[config.mk]
export PLATFORM = sky130hd
export DESIGN_NAME = branch_predictor_btb
export DESIGN_NICKNAME = d
export VERILOG_FILES = /design/src/rtl/branch_predictor_btb_pkg.sv /design/src/rtl/branch_predictor_btb_sat_counter.sv /design/src/rtl/branch_predictor_btb.sv
export SDC_FILE = /design/constraint.sdc
export NUM_CORES = 2
export LEC_CHECK = 0
export CAP_MARGIN = 0
export CORE_AREA = 3 3 245 427
export DETAILED_ROUTE_END_ITERATION = 8
export DIE_AREA = 0 0 248 430
export PLACE_DENSITY_LB_ADDON = 0.12
export SYNTH_ARGS = -nofsm -noshare
export SYNTH_HDL_FRONTEND = slang
export SYNTH_SLANG_ARGS = --single-unit
[constraint.sdc]
create_clock -name clk -period 4.82 [get_ports clk]
set_clock_uncertainty 0.2 [all_clocks]
set_input_delay 0.964 -clock clk [delete_from_list [all_inputs] [get_ports clk]]
set_output_delay 0.964 -clock clk [all_outputs]
set_load 0.005 [all_outputs]
[src/rtl/branch_predictor_btb_pkg.sv]
// Shared types for the branch predictor.
//   BP_XLEN    : PC / data width used by the table entry layout
//   bp_cnt_e   : 2-bit direction counter encodings
//   bp_entry_t : one BTB entry (valid, is_jump, tag, target, cnt)
package branch_predictor_btb_pkg;

  localparam int BP_XLEN = 32;

  typedef enum logic [1:0] {
    CNT_SNT = 2'b00,
    CNT_WNT = 2'b01,
    CNT_WT  = 2'b10,
    CNT_ST  = 2'b11
  } bp_cnt_e;

  // The tag field is kept at full PC width and holds pc >> (IDX_W+2), so the
  // entry layout does not depend on the number of table entries. The upper
  // bits of a stored tag are always zero.
  typedef struct packed {
    logic               valid;
    logic               is_jump;
    logic [BP_XLEN-1:0] tag;
    logic [BP_XLEN-1:0] target;
    logic [1:0]         cnt;
  } bp_entry_t;

endpackage

[src/rtl/branch_predictor_btb_sat_counter.sv]
// bp_sat_counter: next value of a 2-bit saturating direction counter.
//   cnt      in  2  current counter value
//   taken    in  1  resolved direction
//   cnt_next out 2  cnt+1 (stops at 11) if taken, cnt-1 (stops at 00) if not
module bp_sat_counter
  import branch_predictor_btb_pkg::*;
(
  input  logic [1:0] cnt,
  input  logic       taken,
  output logic [1:0] cnt_next
);

  always_comb begin
    cnt_next = cnt;
    if (taken) begin
      if (cnt != CNT_ST) cnt_next = cnt + 2'd1;
    end else begin
      if (cnt != CNT_SNT) cnt_next = cnt - 2'd1;
    end
  end

endmodule

[src/rtl/branch_predictor_btb.sv]
// branch_predictor_btb: direct-mapped BTB with 2-bit direction counters.
// IF looks up the fetch PC combinationally every cycle; EX reports resolved
// branches/jumps, which update the table and statistics on the clock edge.
//   clk, rst_n                 clock, asynchronous active-low reset
//   if_pc                      fetch PC
//   pred_taken, pred_target    prediction for if_pc
//   ex_valid, ex_stall         EX instruction present / pipeline stalled
//   ex_is_branch, ex_is_jump   instruction class in EX
//   ex_pc, ex_taken, ex_target resolved outcome
//   ex_pred_taken/_target      prediction carried down from IF
//   mispredict, redirect_pc    flush request and correct next PC
//   bp_clear                   invalidate all entries on next edge
//   stat_branches/_mispred     saturating statistics counters
// XLEN must match BP_XLEN from the package (entry layout).
module branch_predictor_btb
  import branch_predictor_btb_pkg::*;
#(
  parameter int         XLEN     = BP_XLEN,
  parameter int         ENTRIES  = 16,
  parameter logic [1:0] CNT_INIT = CNT_WT,
  parameter int         STAT_W   = 32
) (
  input  logic              clk,
  input  logic              rst_n,
  input  logic [XLEN-1:0]   if_pc,
  output logic              pred_taken,
  output logic [XLEN-1:0]   pred_target,
  input  logic              ex_valid,
  input  logic              ex_stall,
  input  logic              ex_is_branch,
  input  logic              ex_is_jump,
  input  logic [XLEN-1:0]   ex_pc,
  input  logic              ex_taken,
  input  logic [XLEN-1:0]   ex_target,
  input  logic              ex_pred_taken,
  input  logic [XLEN-1:0]   ex_pred_target,
  output logic              mispredict,
  output logic [XLEN-1:0]   redirect_pc,
  input  logic              bp_clear,
  output logic [STAT_W-1:0] stat_branches,
  output logic [STAT_W-1:0] stat_mispred
);

  localparam int IDX_W = $clog2(ENTRIES);

  bp_entry_t        entries  [ENTRIES];
  logic [1:0]       cnt_upd  [ENTRIES];

  logic [IDX_W-1:0] if_idx;
  logic [XLEN-1:0]  if_tag;
  bp_entry_t        if_ent;
  logic             if_hit;

  logic [IDX_W-1:0] ex_idx;
  logic [XLEN-1:0]  ex_tag;
  bp_entry_t        ex_ent;
  logic             ex_hit;
  logic             upd;

  // Lookup: reads the registered table only, so a same-cycle update to the
  // same index is not visible until the following cycle.
  assign if_idx = if_pc[IDX_W+1:2];
  assign if_tag = if_pc >> (IDX_W + 2);
  assign if_ent = entries[if_idx];
  assign if_hit = if_ent.valid && (if_ent.tag == if_tag);

  assign pred_taken  = if_hit && (if_ent.is_jump || if_ent.cnt[1]);
  assign pred_target = if_hit ? if_ent.target : (if_pc + XLEN'(4));

  // Gating with rst_n keeps mispredict low for the whole reset window, even
  // if EX inputs are still toggling.
  assign upd = rst_n && ex_valid && !ex_stall && (ex_is_branch || ex_is_jump);

  assign mispredict = upd && ((ex_taken != ex_pred_taken) ||
                              (ex_taken && (ex_target != ex_pred_target)));
  assign redirect_pc = ex_taken ? ex_target : (ex_pc + XLEN'(4));

  assign ex_idx = ex_pc[IDX_W+1:2];
  assign ex_tag = ex_pc >> (IDX_W + 2);
  assign ex_ent = entries[ex_idx];
  assign ex_hit = ex_ent.valid && (ex_ent.tag == ex_tag);

  for (genvar i = 0; i < ENTRIES; i++) begin : g_entry
    bp_entry_t ent_q;
    logic      sel;

    assign sel        = upd && (ex_idx == IDX_W'(i));
    assign entries[i] = ent_q;

    bp_sat_counter u_cnt (
      .cnt      (ent_q.cnt),
      .taken    (ex_taken),
      .cnt_next (cnt_upd[i])
    );

    always_ff @(posedge clk or negedge rst_n) begin
      if (!rst_n) begin
        ent_q     <= '0;
        ent_q.cnt <= CNT_INIT;
      end else if (!ex_stall) begin
        if (sel) begin
          if (ex_hit) begin
            ent_q.cnt <= cnt_upd[i];
            if (ex_taken) begin
              ent_q.target  <= ex_target;
              ent_q.is_jump <= ex_is_jump;
            end
          end else if (ex_taken) begin
            ent_q.valid   <= 1'b1;
            ent_q.is_jump <= ex_is_jump;
            ent_q.tag     <= ex_tag;
            ent_q.target  <= ex_target;
            ent_q.cnt     <= ex_is_jump ? CNT_ST : CNT_INIT;
          end
        end
        // Placed after the update so a simultaneous clear leaves the entry invalid.
        if (bp_clear) ent_q.valid <= 1'b0;
      end
    end
  end

  always_ff @(posedge clk or negedge rst_n) begin
    if (!rst_n) begin
      stat_branches <= '0;
      stat_mispred  <= '0;
    end else begin
      if (upd && (stat_branches != '1))
        stat_branches <= stat_branches + STAT_W'(1);
      if (mispredict && (stat_mispred != '1))
        stat_mispred <= stat_mispred + STAT_W'(1);
    end
  end

endmodule

Word level (Yosys, flattened, before mapping). Cells that the tools add are included.

Add/sub/neg operators: 36. Magnitude comparators: 2. Equality and inequality tests: 54. Mux-type cells: 171. Bitwise logic cells: 4. Reductions and logical operators: 145.

Operators with widths (count): two-way mux 68 bit (36); two-way mux 32 bit (19); binary-select mux 68 bit (select 4 bit) (2); two-way mux 34 bit (16); AND reduction 4 bit (32); nonzero test 2 bit (50); two-way mux 2 bit (48); AND reduction 5 bit (16); adder 32 x 1 -> 32 bit (second input constant) (2); adder 32 x 3 -> 32 bit (second input constant) (2); equality test 32 x 26 -> 1 bit (2); != test 32 bit (second input constant) (2); two-way mux 1 bit (50); != test 3 x 2 -> 1 bit (second input constant) (16); AND reduction 3 bit (16); != test 2 bit (second input constant) (17); adder 2 x 1 -> 2 bit (second input constant) (16); equality test 4 bit (second input constant) (8); != test 32 bit (1); subtractor 2 x 1 -> 2 bit (second input constant) (16); logical AND 1 bit (26); equality test 4 x 3 -> 1 bit (second input constant) (4); greater-or-equal comparator 5 bit (second input constant) (2); NOT 4 -> 5 bit (2); 7 further kinds (11).

Bits in registers: 1056. Input bits: 137. Output and inout bits: 130.

Depth between registers and ports, before layout.
Word-level depth: 9. Gate-level depth with buffers: 15. Mapped depth without buffers: 9.

Modules after synthesis. A second synthesis with hierarchy kept.

Cells, all modules: 3821. Area, all modules: 54825.1 sq um.

By module, submodules not included: branch_predictor_btb (times used 1, cells an instance 3773, area an instance 54404.7 sq um); bp_sat_counter (times used 16, cells an instance 3, area an instance 26.3 sq um).

Least setup slack after synthesis. Ideal clock, no wire load.

Path type: input to output. Start: input if_pc[2]. End: output pred_target[10]. Data arrival time: 3964 ps. Required time: 3656 ps. Path slack: -308 ps. Stages on the path: 11. Buffers on the path: 4. Cells stage by stage: buf_2 buf_1 mux4_2 mux4_2 xnor2_1 nand4_1 nor4_1 nand4_1 buf_2 clkbuf_1 a21oi_1.

Cells in the longest elaborated chain, start to end: 7. Elaborated cells between the ends (all ways): 8.

Ends and longest elaborated chain: start: declaration (RTL line branch_predictor_btb.sv:25) `input logic [XLEN-1:0] if_pc,`; NOT 4 -> 5 bit (not written as such) (RTL line branch_predictor_btb.sv:64) `assign if_ent = entries[if_idx];`; binary-select mux 68 bit (select 4 bit) (RTL line branch_predictor_btb.sv:64); two-way mux 68 bit (not written as such) (2 in series) (RTL line branch_predictor_btb.sv:64); equality test 32 x 26 -> 1 bit (RTL line branch_predictor_btb.sv:65) `assign if_hit = if_ent.valid && (if_ent.tag == if_tag);`; logical AND 1 bit (RTL line branch_predictor_btb.sv:65); two-way mux 32 bit (*) (RTL line branch_predictor_btb.sv:68) `assign pred_target = if_hit ? if_ent.target : (if_pc + XLEN'(4));`; end: declaration (RTL line branch_predictor_btb.sv:27) `output logic [XLEN-1:0] pred_target,`.

Every way passes the cells marked *; elsewhere a longest branch is shown, timed or not. The select of a mux whose other input is x is not followed.

Worst setup path in the final report.
Start: input if_pc[2]. End: output pred_target[30].

Same word-level chain as after synthesis.

==> key figures <==
Power and ir drop
  • Clock network power share: 0.401
  • P_int: 0.0154 W
  • Leak: roughly 31 nW
  • Combinational share of power: 0.135
  • PwrDens: approximately 310 mW/mm²
  • Psw: roughly 0.0054 W
  • Peak supply drop: roughly 0.32 mV
  • Sw frac: 0.261
  • Sequential cell fraction of total power: 0.465

Worst setup path
  • FF-to-FF path depth: 10
  • Crit path cell chain: buf_12 > buf_12 > mux4_2 > mux4_2 > xnor2_2 > nand4_1 > buf_4 > nor4_4 > nand4_1 > buf_6 > buf_12 > buf_12 > mux2_2 > buf_2
  • Crit path depth: 14
  • Critical path's top delay family: multiplexers
  • Critical-path top delay cell: mux4_2
  • Critical Path Fanout Max: 6
  • Cell seen most often among critical-path stages: buf_12
  • Reg2reg setup slack: slightly above 1000 ps
  • WS Path Type: in2out
  • CP Buf/Inv Count: 7
  • CP Capture Type: output pin
  • Worst Path Required: ~3700 ps
  • Slowest stage delay, CP: between 500 and 600 ps
  • Worst path arrival time: ~4200 ps
  • Crit start category: primary input

Synth
  • Syn_area_per_cell: ~12 µm²
  • Xor and xnor fraction of the mapped netlist area: 0.0313
  • Post-synth ARST share: 1.00
  • Post-Syn Area: approximately 0.055 mm²
  • Number of synthesized flops with an enable pin: 0
  • Simple-gate portion of the synthesized area: 0.137
  • Largest cells by area after synthesis: dfrtp_1, mux4_2, nand2_1
  • Synth Instances: between 4000 and 5000
  • Ys flop type: dfrtp_1
  • Synth cell types: 73
  • Syn. warnings: 0
  • Synth Net Count: 4927
  • Post-synthesis mux area share: 0.281
  • Synth Register Bits: 1056
  • Combinational family with the most area after synthesis: multiplexers
  • Post-synthesis sequential area ratio: 0.477
  • Post-synth top area cell: dfrtp_1
  • Synth Area in Compound Gates: 0.0368
  • Yosys top cell area share: 0.469
  • Adder-cell share of the synthesized area: 0.00158

Timing
  • WHS: roughly 210 ps
  • Final number of setup-violating endpoints: 33
  • Final hold vios: 0
  • Final cycle utilization of the critical path: 1.12
  • Final Worst Setup Slack: -578 ps
  • Max_slew headroom: 0.254
  • Max Slew Vio Count: 0
  • FMAX: between 150 and 200 MHz
  • Worst slew pin tran: between 1000 and 1500 ps
  • RSZ-0062 raised after global routing: true
  • Clock period minus worst slack: roughly 5400 ps

Drt
  • Met3 wire length: around 18000 µm
  • Routed Antenna Nets: 0
  • Routed WL: between 200000 and 250000 µm
  • Met2 Wirelength: around 95000 µm
  • M1 WL: about 70000 µm
  • Max layer used: met5
  • First-pass DRT Iterations: 6
  • Remaining DRCs: 0
  • Routed len/inst: about 30 µm
  • Initial DRC count: 4312
  • Via density: 6.34
  • DR vias: between 40000 and 50000

Cells and area
  • Filler Cells Inserted: between 7000 and 8000
  • Final nets: roughly 5300
  • Layout cells sized above 1: 0.323
  • Area growth from synthesis to layout: 19.8%
  • Area of the multi-input gates: 0.0278 mm²
  • Register area: 0.0264 mm²
  • Design area: ~0.066 mm²

Placed design
  • Cell Area, Placed: ~0.062 mm²
  • Port Buffers: roughly 270
  • Detail Placement HPWL: roughly 140000 µm
  • Gpl congestion: about 1.0

Floorplan
  • Die width: 248 µm
  • Die Area: around 0.11 mm²
  • Initial core utilization: 0.548
  • Die H: ~430 µm
  • Io pins: between 200 and 300
  • Cell Rows: roughly 150
  • Core box area: 0.101 mm²

Job
  • Max Cap Viol: 0

Clock tree
  • CTS tree: yes
  • Cts hold-fix bufs: 0
  • CTS sink cnt: between 1000 and 1500
  • Clock Path Buffers: 3
  • CTS clk-pin slew, worst paths: 60 ps
  • Skew-Pair Late Insertion Delay: 730 ps
  • CTS Buf Count: ~100
  • Htree depth: 3
  • Root Driver: clkbuf_16

GRT
  • Total gr overflow: 0
  • Antenna violations before repair: 6
  • Vias in the first global route: ~43000
  • Maximum number of pins on one net before global-route repair: around 170
  • First-pass GRT wire length: roughly 290000 µm
  • Total GRT Usage: 0.381

Status
  • Failing checks: setup timing
  • Outcome: finished, violations left

Hold path
  • HP Class: in2async
worst register-to-register path, stage by stage, from the launching register on:
cell and delay [ps]:
dfrtp_1 440, mux4_2 520, and3_1 220, nor3_1 300
a31oi_1 170, nor4_2 550, o2111a_1 330, buf_12 220
a21oi_4 160, buf_4 250, mux2_4 320
cells by family after synthesis:
kind of cell,Yosys count
flip-flops,1056
adder cells (fa/ha/maj),7
AND/OR/NAND/NOR,1890
AO/OA/AOI/OAI,260
buffers and inverters,436
XOR/XNOR,198
multiplexers,936
layer usage:
layer  track usage  vias up
li1              -    17400
met1         0.458    21400
met2         0.603     2327
met3        0.0910      743
met4         0.265        6
met5             0        -
Yosys cell counts, types with 14 or more instances:
cell type	instances
mux2_2	307
mux2i_1	48
o21ai_0	46
o221a_2	16
clkbuf_1	228
o21a_1	16
buf_4	14
buf_6	30
o31ai_1	17
mux4_2	390
nand3_1	85
a22o_1	24
nor3_1	28
buf_2	38
nor4_1	22
o32a_1	16
dfrtp_1	1040
mux2_4	190
xnor2_1	114
nor2_1	143
xor2_1	84
a21oi_1	42
nand2_1	1522
dfstp_2	16
inv_1	40
nand4_1	40
buf_1	83
area by class of cell:
cell class / instances / share of cell area
repair buffers: 709 / 0.106
clock inverters: 42 / 0.00840
multi-input cells: 3291 / 0.418
well taps: 1326 / 0.0250
flip-flops and latches: 1056 / 0.398
clock buffers: 139 / 0.0429
inverters: 41 / 0.00232
diodes: 3 / 0.000113
metrics by stage:
step / std cells / util / TNS, ps / setup WS, ps / power [W]
after floorplan: 4783 / - / 0 / 14.1 / 0.0112
after global placement: 6394 / 0.614 / -27300 / -1000 / 0.0126
after detailed placement: 6394 / 0.614 / -37180 / -991 / 0.0126
after CTS: 6599 / 0.655 / -14210 / -507 / 0.0209
after global routing: 6605 / 0.657 / -19040 / -651 / 0.0215
final: 6607 / 0.657 / -16420 / -578 / 0.0209
path summary, 6_finish.rpt:
check,from,to
min,rst_n,entries[821]$_DFFE_PN0P_
max reg2reg,entries[255]$_DFFE_PN0P_,entries[114]$_DFFE_PN0P_
max in group asynchronous,rst_n,entries[995]$_DFFE_PN0P_
min reg2reg,entries[563]$_DFFE_PN0P_,entries[563]$_DFFE_PN0P_
min in group clk,entries[563]$_DFFE_PN0P_,entries[563]$_DFFE_PN0P_
max,if_pc[2],pred_target[30]
repair_timing:
item	in CTS	in global routing
endpoints found under the setup margin	40	44
cloned	7	2
pin swaps	35	16
gates resized for setup	246	46
setup buffers	17	4
cells in the final DEF (no fill, tap or decap), drive strengths merged, types with 4 or more instances in the layout:
master / instances
ha: 7
inv: 44
nor2: 143
a31oi: 4
bufinv: 11
o31ai: 17
a221oi: 7
o21ai: 48
dfstp: 16
and3: 11
mux4: 391
a22oi: 11
mux2i: 48
buf: 481
nand3: 85
nand4: 40
nand2: 1522
clkbuf: 141
nor2b: 4
xnor2: 114
nand2b: 6
and2: 6
dfrtp: 1040
nor4: 25
clkinv: 23
a211oi: 6
dlymetal6s2s: 6
nor3: 28
xor2: 84
clkinvlp: 5
and4: 10
a22o: 24
o32a: 16
o221a: 16
a21oi: 56
o22ai: 8
o21a: 16
clkdlybuf4s50: 216
mux2: 497
power by group through the flow:
stage	Sequential (W)	Clock (W)	Combinational (W)
final	0.00971	0.00837	0.00281
after floorplan	0.00972	0	0.00151
after detailed placement	0.00986	0	0.00275
after global routing	0.00976	0.00879	0.00298
after global placement	0.00985	0	0.00271
after CTS	0.00970	0.00845	0.00279
sequential cells by signal, summed over array words and instances, names as in the netlist:
| name | cells |
|---|---|
| stat_branches | 32 |
| stat_mispred | 32 |
| entries | 992 |
(Power assumes the default switching activity.)
